==> src/rtl/imem_loader_pkg.sv <==
// Purpose: shared types and constants for the instruction-memory loader.
//   Holds the FSM state encoding, the default memory geometry and the
//   header framing constants used by imem_loader and byte_packer.
package imem_loader_pkg;

    localparam int unsigned DEPTH_DEF  = 1024;
    localparam int unsigned ADDR_W_DEF = 10;
    localparam int unsigned HDR_BYTES  = 2;
    localparam int unsigned BYTE_W     = 8;
    localparam int unsigned WORD_W     = 32;
    localparam int unsigned CNT_W      = 16;

    typedef enum logic [2:0] {
        ST_IDLE  = 3'd0,
        ST_HDR   = 3'd1,
        ST_DATA  = 3'd2,
        ST_WRITE = 3'd3,
        ST_DONE  = 3'd4,
        ST_ERR   = 3'd5
    } state_e;

endpackage

==> src/rtl/byte_packer.sv <==
// Purpose: assembles four accepted bytes, little-endian, into one 32-bit word.
// Ports:
//   clk, rst_n    - clock, async active-low reset
//   clr           - synchronous clear of the partial word
//   accept        - a byte is consumed this cycle
//   byte_in       - the byte being consumed
//   word_c        - assembled word, valid when word_ready_c is high
//   word_ready_c  - high in the cycle the 4th byte of a word is accepted
module byte_packer
    import imem_loader_pkg::*;
(
    input  logic              clk,
    input  logic              rst_n,
    input  logic              clr,
    input  logic              accept,
    input  logic [BYTE_W-1:0] byte_in,
    output logic [WORD_W-1:0] word_c,
    output logic              word_ready_c
);

    localparam int unsigned SH_W = WORD_W - BYTE_W;

    logic [1:0]      cnt;
    logic [SH_W-1:0] sh;

    // Byte counter and right-shifting holder for the first three bytes
    always_ff @(posedge clk or negedge rst_n) begin
        if (!rst_n) begin
            cnt <= 2'd0;
            sh  <= '0;
        end else if (clr) begin
            cnt <= 2'd0;
            sh  <= '0;
        end else if (accept) begin
            cnt <= cnt + 2'd1;
            sh  <= {byte_in, sh[SH_W-1:BYTE_W]};
        end
    end

    // The 4th byte bypasses the holder so the word is usable the same cycle
    assign word_c       = {byte_in, sh};
    assign word_ready_c = accept && (cnt == 2'd3);

endmodule

==> src/rtl/imem_loader.sv <==
// Purpose: loads a length-prefixed byte stream into instruction memory and
//   holds the CPU until a complete image has been written.
// Ports:
//   clk, rst_n          - clock, async active-low reset
//   start               - single-cycle request to begin a load session
//   rx_data, rx_valid   - incoming byte stream
//   rx_ready            - loader accepts a byte this cycle
//   we, waddr, wdata    - instruction memory write port
//   cpu_hold            - low only when a valid image is loaded
//   busy, done, err     - session status levels
module imem_loader
    import imem_loader_pkg::*;
#(
    parameter int unsigned DEPTH  = DEPTH_DEF,
    parameter int unsigned ADDR_W = ADDR_W_DEF
) (
    input  logic              clk,
    input  logic              rst_n,
    input  logic              start,
    input  logic [BYTE_W-1:0] rx_data,
    input  logic              rx_valid,
    output logic              rx_ready,
    output logic              we,
    output logic [ADDR_W-1:0] waddr,
    output logic [WORD_W-1:0] wdata,
    output logic              cpu_hold,
    output logic              busy,
    output logic              done,
    output logic              err
);

    state_e              state, state_nxt;
    logic                hdr_cnt, hdr_cnt_nxt;
    logic [BYTE_W-1:0]   hdr_lo, hdr_lo_nxt;
    logic [CNT_W-1:0]    n_words, n_words_nxt;
    logic [ADDR_W-1:0]   widx, widx_nxt;
    logic                we_nxt;
    logic [ADDR_W-1:0]   waddr_nxt;
    logic [WORD_W-1:0]   wdata_nxt;
    logic [CNT_W-1:0]    hdr_word;
    logic                xfer;
    logic                pk_accept;
    logic                pk_clr;
    logic [WORD_W-1:0]   pk_word_c;
    logic                pk_ready_c;

    assign xfer      = rx_valid && rx_ready;
    assign pk_accept = xfer && (state == ST_DATA);
    assign pk_clr    = (state == ST_HDR);

    byte_packer u_packer (
        .clk          (clk),
        .rst_n        (rst_n),
        .clr          (pk_clr),
        .accept       (pk_accept),
        .byte_in      (rx_data),
        .word_c       (pk_word_c),
        .word_ready_c (pk_ready_c)
    );

    // Next-state and next-output decode
    always_comb begin
        state_nxt   = state;
        hdr_cnt_nxt = hdr_cnt;
        hdr_lo_nxt  = hdr_lo;
        n_words_nxt = n_words;
        widx_nxt    = widx;
        we_nxt      = 1'b0;
        waddr_nxt   = waddr;
        wdata_nxt   = wdata;
        hdr_word    = {rx_data, hdr_lo};

        case (state)
            ST_IDLE, ST_DONE, ST_ERR: begin
                if (start) begin
                    state_nxt   = ST_HDR;
                    hdr_cnt_nxt = 1'b0;
                end
            end
            ST_HDR: begin
                if (xfer) begin
                    if (hdr_cnt == 1'(HDR_BYTES - 1)) begin
                        n_words_nxt = hdr_word;
                        widx_nxt    = '0;
                        if (hdr_word == '0)
                            state_nxt = ST_DONE;
                        else if (17'(hdr_word) > 17'(DEPTH))
                            state_nxt = ST_ERR;
                        else
                            state_nxt = ST_DATA;
                    end else begin
                        hdr_lo_nxt  = rx_data;
                        hdr_cnt_nxt = hdr_cnt + 1'b1;
                    end
                end
            end
            ST_DATA: begin
                if (pk_ready_c) begin
                    state_nxt = ST_WRITE;
                    we_nxt    = 1'b1;
                    waddr_nxt = widx;
                    wdata_nxt = pk_word_c;
                end
            end
            ST_WRITE: begin
                // Index may wrap after the final word of a full-depth image; it is unused then
                widx_nxt  = widx + ADDR_W'(1);
                state_nxt = (CNT_W'(widx) == n_words - CNT_W'(1)) ? ST_DONE : ST_DATA;
            end
            default: state_nxt = ST_IDLE;
        endcase
    end

    // State and registered outputs; status levels follow the next state
    always_ff @(posedge clk or negedge rst_n) begin
        if (!rst_n) begin
            state    <= ST_IDLE;
            hdr_cnt  <= 1'b0;
            hdr_lo   <= '0;
            n_words  <= '0;
            widx     <= '0;
            rx_ready <= 1'b0;
            we       <= 1'b0;
            waddr    <= '0;
            wdata    <= '0;
            cpu_hold <= 1'b1;
            busy     <= 1'b0;
            done     <= 1'b0;
            err      <= 1'b0;
        end else begin
            state    <= state_nxt;
            hdr_cnt  <= hdr_cnt_nxt;
            hdr_lo   <= hdr_lo_nxt;
            n_words  <= n_words_nxt;
            widx     <= widx_nxt;
            rx_ready <= (state_nxt == ST_HDR) || (state_nxt == ST_DATA);
            we       <= we_nxt;
            waddr    <= waddr_nxt;
            wdata    <= wdata_nxt;
            cpu_hold <= (state_nxt != ST_DONE);
            busy     <= (state_nxt == ST_HDR) || (state_nxt == ST_DATA) ||
                        (state_nxt == ST_WRITE);
            done     <= (state_nxt == ST_DONE);
            err      <= (state_nxt == ST_ERR);
        end
    end

endmodule

==> config.mk <==
export PLATFORM = sky130hd
export DESIGN_NAME = imem_loader
export DESIGN_NICKNAME = d
export VERILOG_FILES = /design/src/rtl/imem_loader_pkg.sv /design/src/rtl/byte_packer.sv /design/src/rtl/imem_loader.sv
export SDC_FILE = /design/constraint.sdc
export NUM_CORES = 1
export LEC_CHECK = 0
export BUFFER_PORTS_ARGS = -buffer_cell sky130_fd_sc_hd__buf_2
export CORE_UTILIZATION = 40
export DETAILED_ROUTE_END_ITERATION = 10
export PLACE_DENSITY_LB_ADDON = 0.3
export SYNTH_ARGS = -nofsm -noshare
export SYNTH_HDL_FRONTEND = slang
export SYNTH_SLANG_ARGS = --single-unit
==> constraint.sdc <==
create_clock -name clk -period 3.4 [get_ports clk]
set_clock_uncertainty 0.2 [all_clocks]
set_input_delay 0.34 -clock clk [delete_from_list [all_inputs] [get_ports clk]]
set_output_delay 0.34 -clock clk [all_outputs]
set_load 0.01 [all_outputs]
Word level (Yosys, flattened, before mapping)
Cells that the tools add are included.

storage, ports and cells
  bits in registers = 112
  bits of input ports = 12
  output and inout bits = 48
  logic and storage cells = 74

cells by class
  add/subtract/negate cells = 4
  order comparisons = 1
  equality and inequality tests = 16
  mux-type cells = 21
  bitwise logic cells = 1
  reductions and logical operators = 16

operators by type and width
  kind                                                   number
  two-way mux 24 bit                                     2
  two-way mux 3 bit                                      7
  two-way mux 10 bit                                     2
  one-hot mux 10 bit (2 select lines)                    1
  equality test 10 x 16 -> 1 bit                         1
  > comparator 16 x 11 -> 1 bit (second input constant)  1
  zero test 16 bit                                       1
  subtractor 16 x 1 -> 16 bit (second input constant)    1
  equality test 3 x 2 -> 1 bit (second input constant)   4
  equality test 3 bit (second input constant)            4
  one-hot mux 3 bit (4 select lines)                     1
  AND reduction 3 bit                                    4
  adder 10 x 1 -> 10 bit (second input constant)         1
  equality test 3 x 1 -> 1 bit (second input constant)   2
  inequality test 2 bit (second input constant)          3
  nonzero test 2 bit                                     3
  two-way mux 1 bit                                      5
  two-way mux 2 bit                                      2
  logical AND 1 bit                                      3
  zero test 3 bit                                        1
  inequality test 3 bit (second input constant)          1
  OR reduction 3 bit                                     1
  adder 2 x 1 -> 2 bit (second input constant)           1
  equality test 2 bit (second input constant)            1
  other kinds (5)                                        6

Depth between registers and ports, before layout
  depth in word-level cells = 9
  gate-level depth with buffers = 8
  gate-level depth less buffers = 8

By module
A second synthesis with hierarchy kept.

second synthesis, totals
  cell total of the unflattened synthesis = 407
  area, all modules = 4998.5 µm²

modules (own cells, without submodules)
  module       instances  cells each  area each (µm²)  seq. area each (µm²)
  imem_loader  1          313         3844.9           2153.3
  byte_packer  1          94          1153.6           650.6

Least setup slack after synthesis
No wires, ideal clock.

  path kind = register to register
  start = register n_words[0]
  end = register rx_ready
  library setup time = 0.120 ns
  data arrival time = 2.113 ns
  data required time = 3.080 ns
  slack = 0.967 ns
  cell stages (with the launch flop) = 7
  path buffers = 0
  period minus slack after synthesis = 2.433 ns
  path through = dfrtp_1 -> or4_4 -> o41ai_4 -> a21boi_2 -> o21ai_1 -> or4_4 -> and4_1

between the ends
  cells in the longest elaborated chain, start to end = 6
  elaborated cells between the ends (all ways) = 7
  those cells by class = 1 x add/sub; 3 x eq/ne; 2 x mux; 1 x reduce/logical

RTL lines
  element                                                                       RTL line            RTL
  start, declared                                                               imem_loader.sv:35   logic [CNT_W-1:0] n_words, n_words_nxt;
  start signal, assigned                                                        imem_loader.sv:134  n_words <= n_words_nxt;
  subtractor 16 x 1 -> 16 bit (*)                                               imem_loader.sv:108  state_nxt = (CNT_W'(widx) == n_words - CNT_W'(1)) ? ST_DONE : ST_DATA;
  equality test 10 x 16 -> 1 bit (*)                                            imem_loader.sv:108
  two-way mux 3 bit (*)                                                         imem_loader.sv:108
  one-hot mux 3 bit (4 select lines) (*)                                        imem_loader.sv:73   case (state)
  equality test 3 x 1 -> 1 bit or equality test 3 x 2 -> 1 bit (tied branches)  imem_loader.sv:136  rx_ready <= (state_nxt == ST_HDR) || (state_nxt == ST_DATA);
  logical OR 1 bit (*)                                                          imem_loader.sv:136
  end signal, assigned                                                          imem_loader.sv:136
  end, declared                                                                 imem_loader.sv:22   output logic rx_ready,

Every way passes the cells marked *; elsewhere a longest branch is shown, timed or not.
A chain may end at the register's enable or synchronous reset.

Worst setup path after layout
Ends and elaborated chain as after synthesis.

==> results.yml <==
global_route:
  grt_pass1_wl_um: 16400
  grt_use_total_pct: 16.8
  antenna_found_initial: 0
  grt_util_met3_pct: 3.59
  top_usage_layer: "met1"
  grt_max_degree: 64
  grtUsageMet2_pct: 23.9
  met1_usage_pct: 24.1
  overflow: 0
  grt_pass1_vias: 3153
die:
  fp.dieW_um: 112
  dieArea_mm2: 0.0125
  initial_utilization_pct: 41.7
  core_mm2: 0.0116
  ios: 60
  die_y_um: 112
  placementRows: 39
synthesis:
  synth_cell_types: 51
  avgSynthCellArea_um2: 11.8
  synth_sequential_area_ratio_pct: 58.0
  synthMuxAreaShare_pct: 15.5
  syn-cell-area_mm2: 0.00484
  synthArstFlopShare_pct: 100
  synth-seq-cells: 112
  syn_nets: 426
  yosys.area_share.simple_pct: 13.5
  synthTopCellsByArea: "dfrtp_1 (57%), mux2_2 (9.8%), mux2_1 (5.1%)"
  ys.flop_type: "dfrtp_1"
  synth_top_area_share_pct: 57.4
  yosys.area.top_type: "dfrtp_1"
  synthCells: 411
  synth_top_family_by_area: "multiplexers"
  yosysWarningCount: 0
  synthAdderAreaFrac_pct: 0.776
  synth_compound_area_share_pct: 7.21
  synth_edf_count: 0
  synth_xor_area_share_pct: 2.72
final_layout:
  fin_util_pct: 47.9
  area_delta_synth_final_pct: 15.0
  design_area_mm2: 0.00557
  drive_gt1_share_pct: 27.6
  nNetsFinal: 481
  n_antenna_cell: 0
placement:
  post-dp-hpwl_um: 6560
  port_buffers: 59
  routabilityCongestion: 0.896
  placed_area_mm2: 0.00528
sta:
  finalHoldViolations: 0
  setup_viol: 0
  finalCriticalPeriod_ns: 2.65
  whs_ns: 0.0555
  drv_slew: 0
  max_slew_margin_pct: 45.7
  fin_crit_sh_pct: 77.8
  max_slew.worst_pin.slew_ns: 0.815
  finalSetupTns_ns: 0
  rsz0062_at_grt: "no"
  fmax_ghz: 0.378
drt:
  drtPass1Iterations: 7
  wl_per_cell_um: 15.7
  ant_nets: 0
  drc: 4
  via_per_inst: 5.27
  first_iter_violations: 209
  vias: 3238
  totalWireLength_um: 9630
clocking:
  tritoncts: "yes"
  cts_sinks: 112
  ctsResizeCount: 0
  cts_made_buffers: 9
  clock_latency_ns: 0.35
  clockRootBuffer: "clkbuf_16"
  clockBufferDepth: 2
  cts_max_level: 3
  clk_pin_slew_ns: 0.07
critical_path:
  end_kind: "flip-flop"
  start_kind: "flip-flop"
  arrival_ns: 2.69
  path_max_fanout: 6
  cp.required_ns: 3.45
  rrSetupSlack_ns: 0.75
  critical_path_class: "reg -> reg"
power:
  power_density_mw_per_mm2: 627
  leakagePower_nw: 2.70
  peakVddDrop_v: 0.000229
  p_total_mw: 3.49
run_status:
  violations: "design-rule violations"
  status: "finished, violations left"
job:
  cap_violations: 0
hold_path:
  hold_class: "in -> reg"
-- registers in the layout, indices dropped and copies added, names as in the netlist, 2 cells and up --
signal	count
wdata	32
u_packer.sh	24
n_words	16
waddr	10
widx	10
hdr_lo	8
state	3
u_packer.cnt	2
-- cell usage in the layout (no fill, tap or decap), drive strengths merged, types with 3 or more instances in the layout --
master  Yosys  routed
nand3       8       8
nand2      65      65
o211ai      3       3
buf         5      64
nand4       5       5
nor3        8       8
clkbuf     16      14
ha          3       3
xor2       10      10
o21ai      36      36
or4         6       6
inv         5       5
nor4        5       5
mux2       64      64
mux2i       3       3
nor2b       4       4
nor2       18      18
xnor2       5       5
dfrtp     111     111
o31ai       3       3
-- cell usage after synthesis (all sizes together), types with 2 or more instances --
cell,number
dfrtp,111
nand2b,2
nand3,8
clkbuf,16
nor2b,4
mux2i,3
or4,6
o211ai,3
ha,3
a22oi,2
buf,5
xnor2,5
nand2,65
nor3,8
o21ai,36
or2,2
o31ai,3
and3,2
nor4,5
nor2,18
nand4,5
nor3b,2
mux2,64
a21oi,2
inv,5
xor2,10
-- where the power goes --
part	switching [mW]	internal, mW
sequential	0.219	1.51
clock	0.464	0.539
combinational	0.411	0.345
total	1.09	2.40
-- metrics by stage --
step | cells | setup WS, ns
final | 614 | 0.754
after global routing | 614 | 0.614
after CTS | 614 | 0.770
after detailed placement | 597 | 0.784
after global placement | 597 | 0.846
after floorplan | 411 | 0.967
-- area by class of cell --
class	instances	area, µm²
flip-flops and latches	112	2800
fillers	1072	6050
clock inverters	2	13.8
repair buffers	65	358
multi-input cells	273	1930
inverters	5	18.8
clock buffers	14	264
well taps	143	179
-- critical path: stages, from the launching register on --
cell	delay [ns]
dfrtp_1	0.42
inv_1	0.12
ha_1	0.18
nor3b_2	0.40
mux2_2	0.24
a22oi_1	0.08
o2bb2ai_1	0.14
or4_4	0.55
and4_1	0.21
-- metal layers --
metal  wire length (µm)  part of all wire [%]
met5                  0                     0
met4                251                   2.6
met3                482                   5.0
met2               4150                    43
met1               4750                    49
-- final timing paths --
check / endpoint / depth (start not counted) / startpoint
min in group asynchronous: wdata[14] / 2 / rst_n
setup reg to reg: rx_ready / 8 / n_words[0]
setup / recovery: rx_ready / 8 / n_words[0]
max in group asynchronous: widx[0] / 3 / rst_n
hold reg to reg: wdata[0] / 1 / wdata[0]
hold / removal: u_packer.sh[20] / 3 / rx_data[4]
-- kinds of logic after synthesis --
| logic type | count (synthesis) |
|---|---|
| xor gates and xnor gates | 15 |
| buffers and inverters | 26 |
| and+or+nand+nor | 133 |
| adders and majority gates | 3 |
| muxes | 67 |
| DFF | 112 |
| AOI/OAI and AO/OA | 55 |
-- what timing repair did --
item	CTS	global route
endpoints found under the hold margin	61	0
setup buffers	0	0
hold buffers	1	0
endpoints found under the setup margin	0	0
Power figures use the tool's default switching activity.
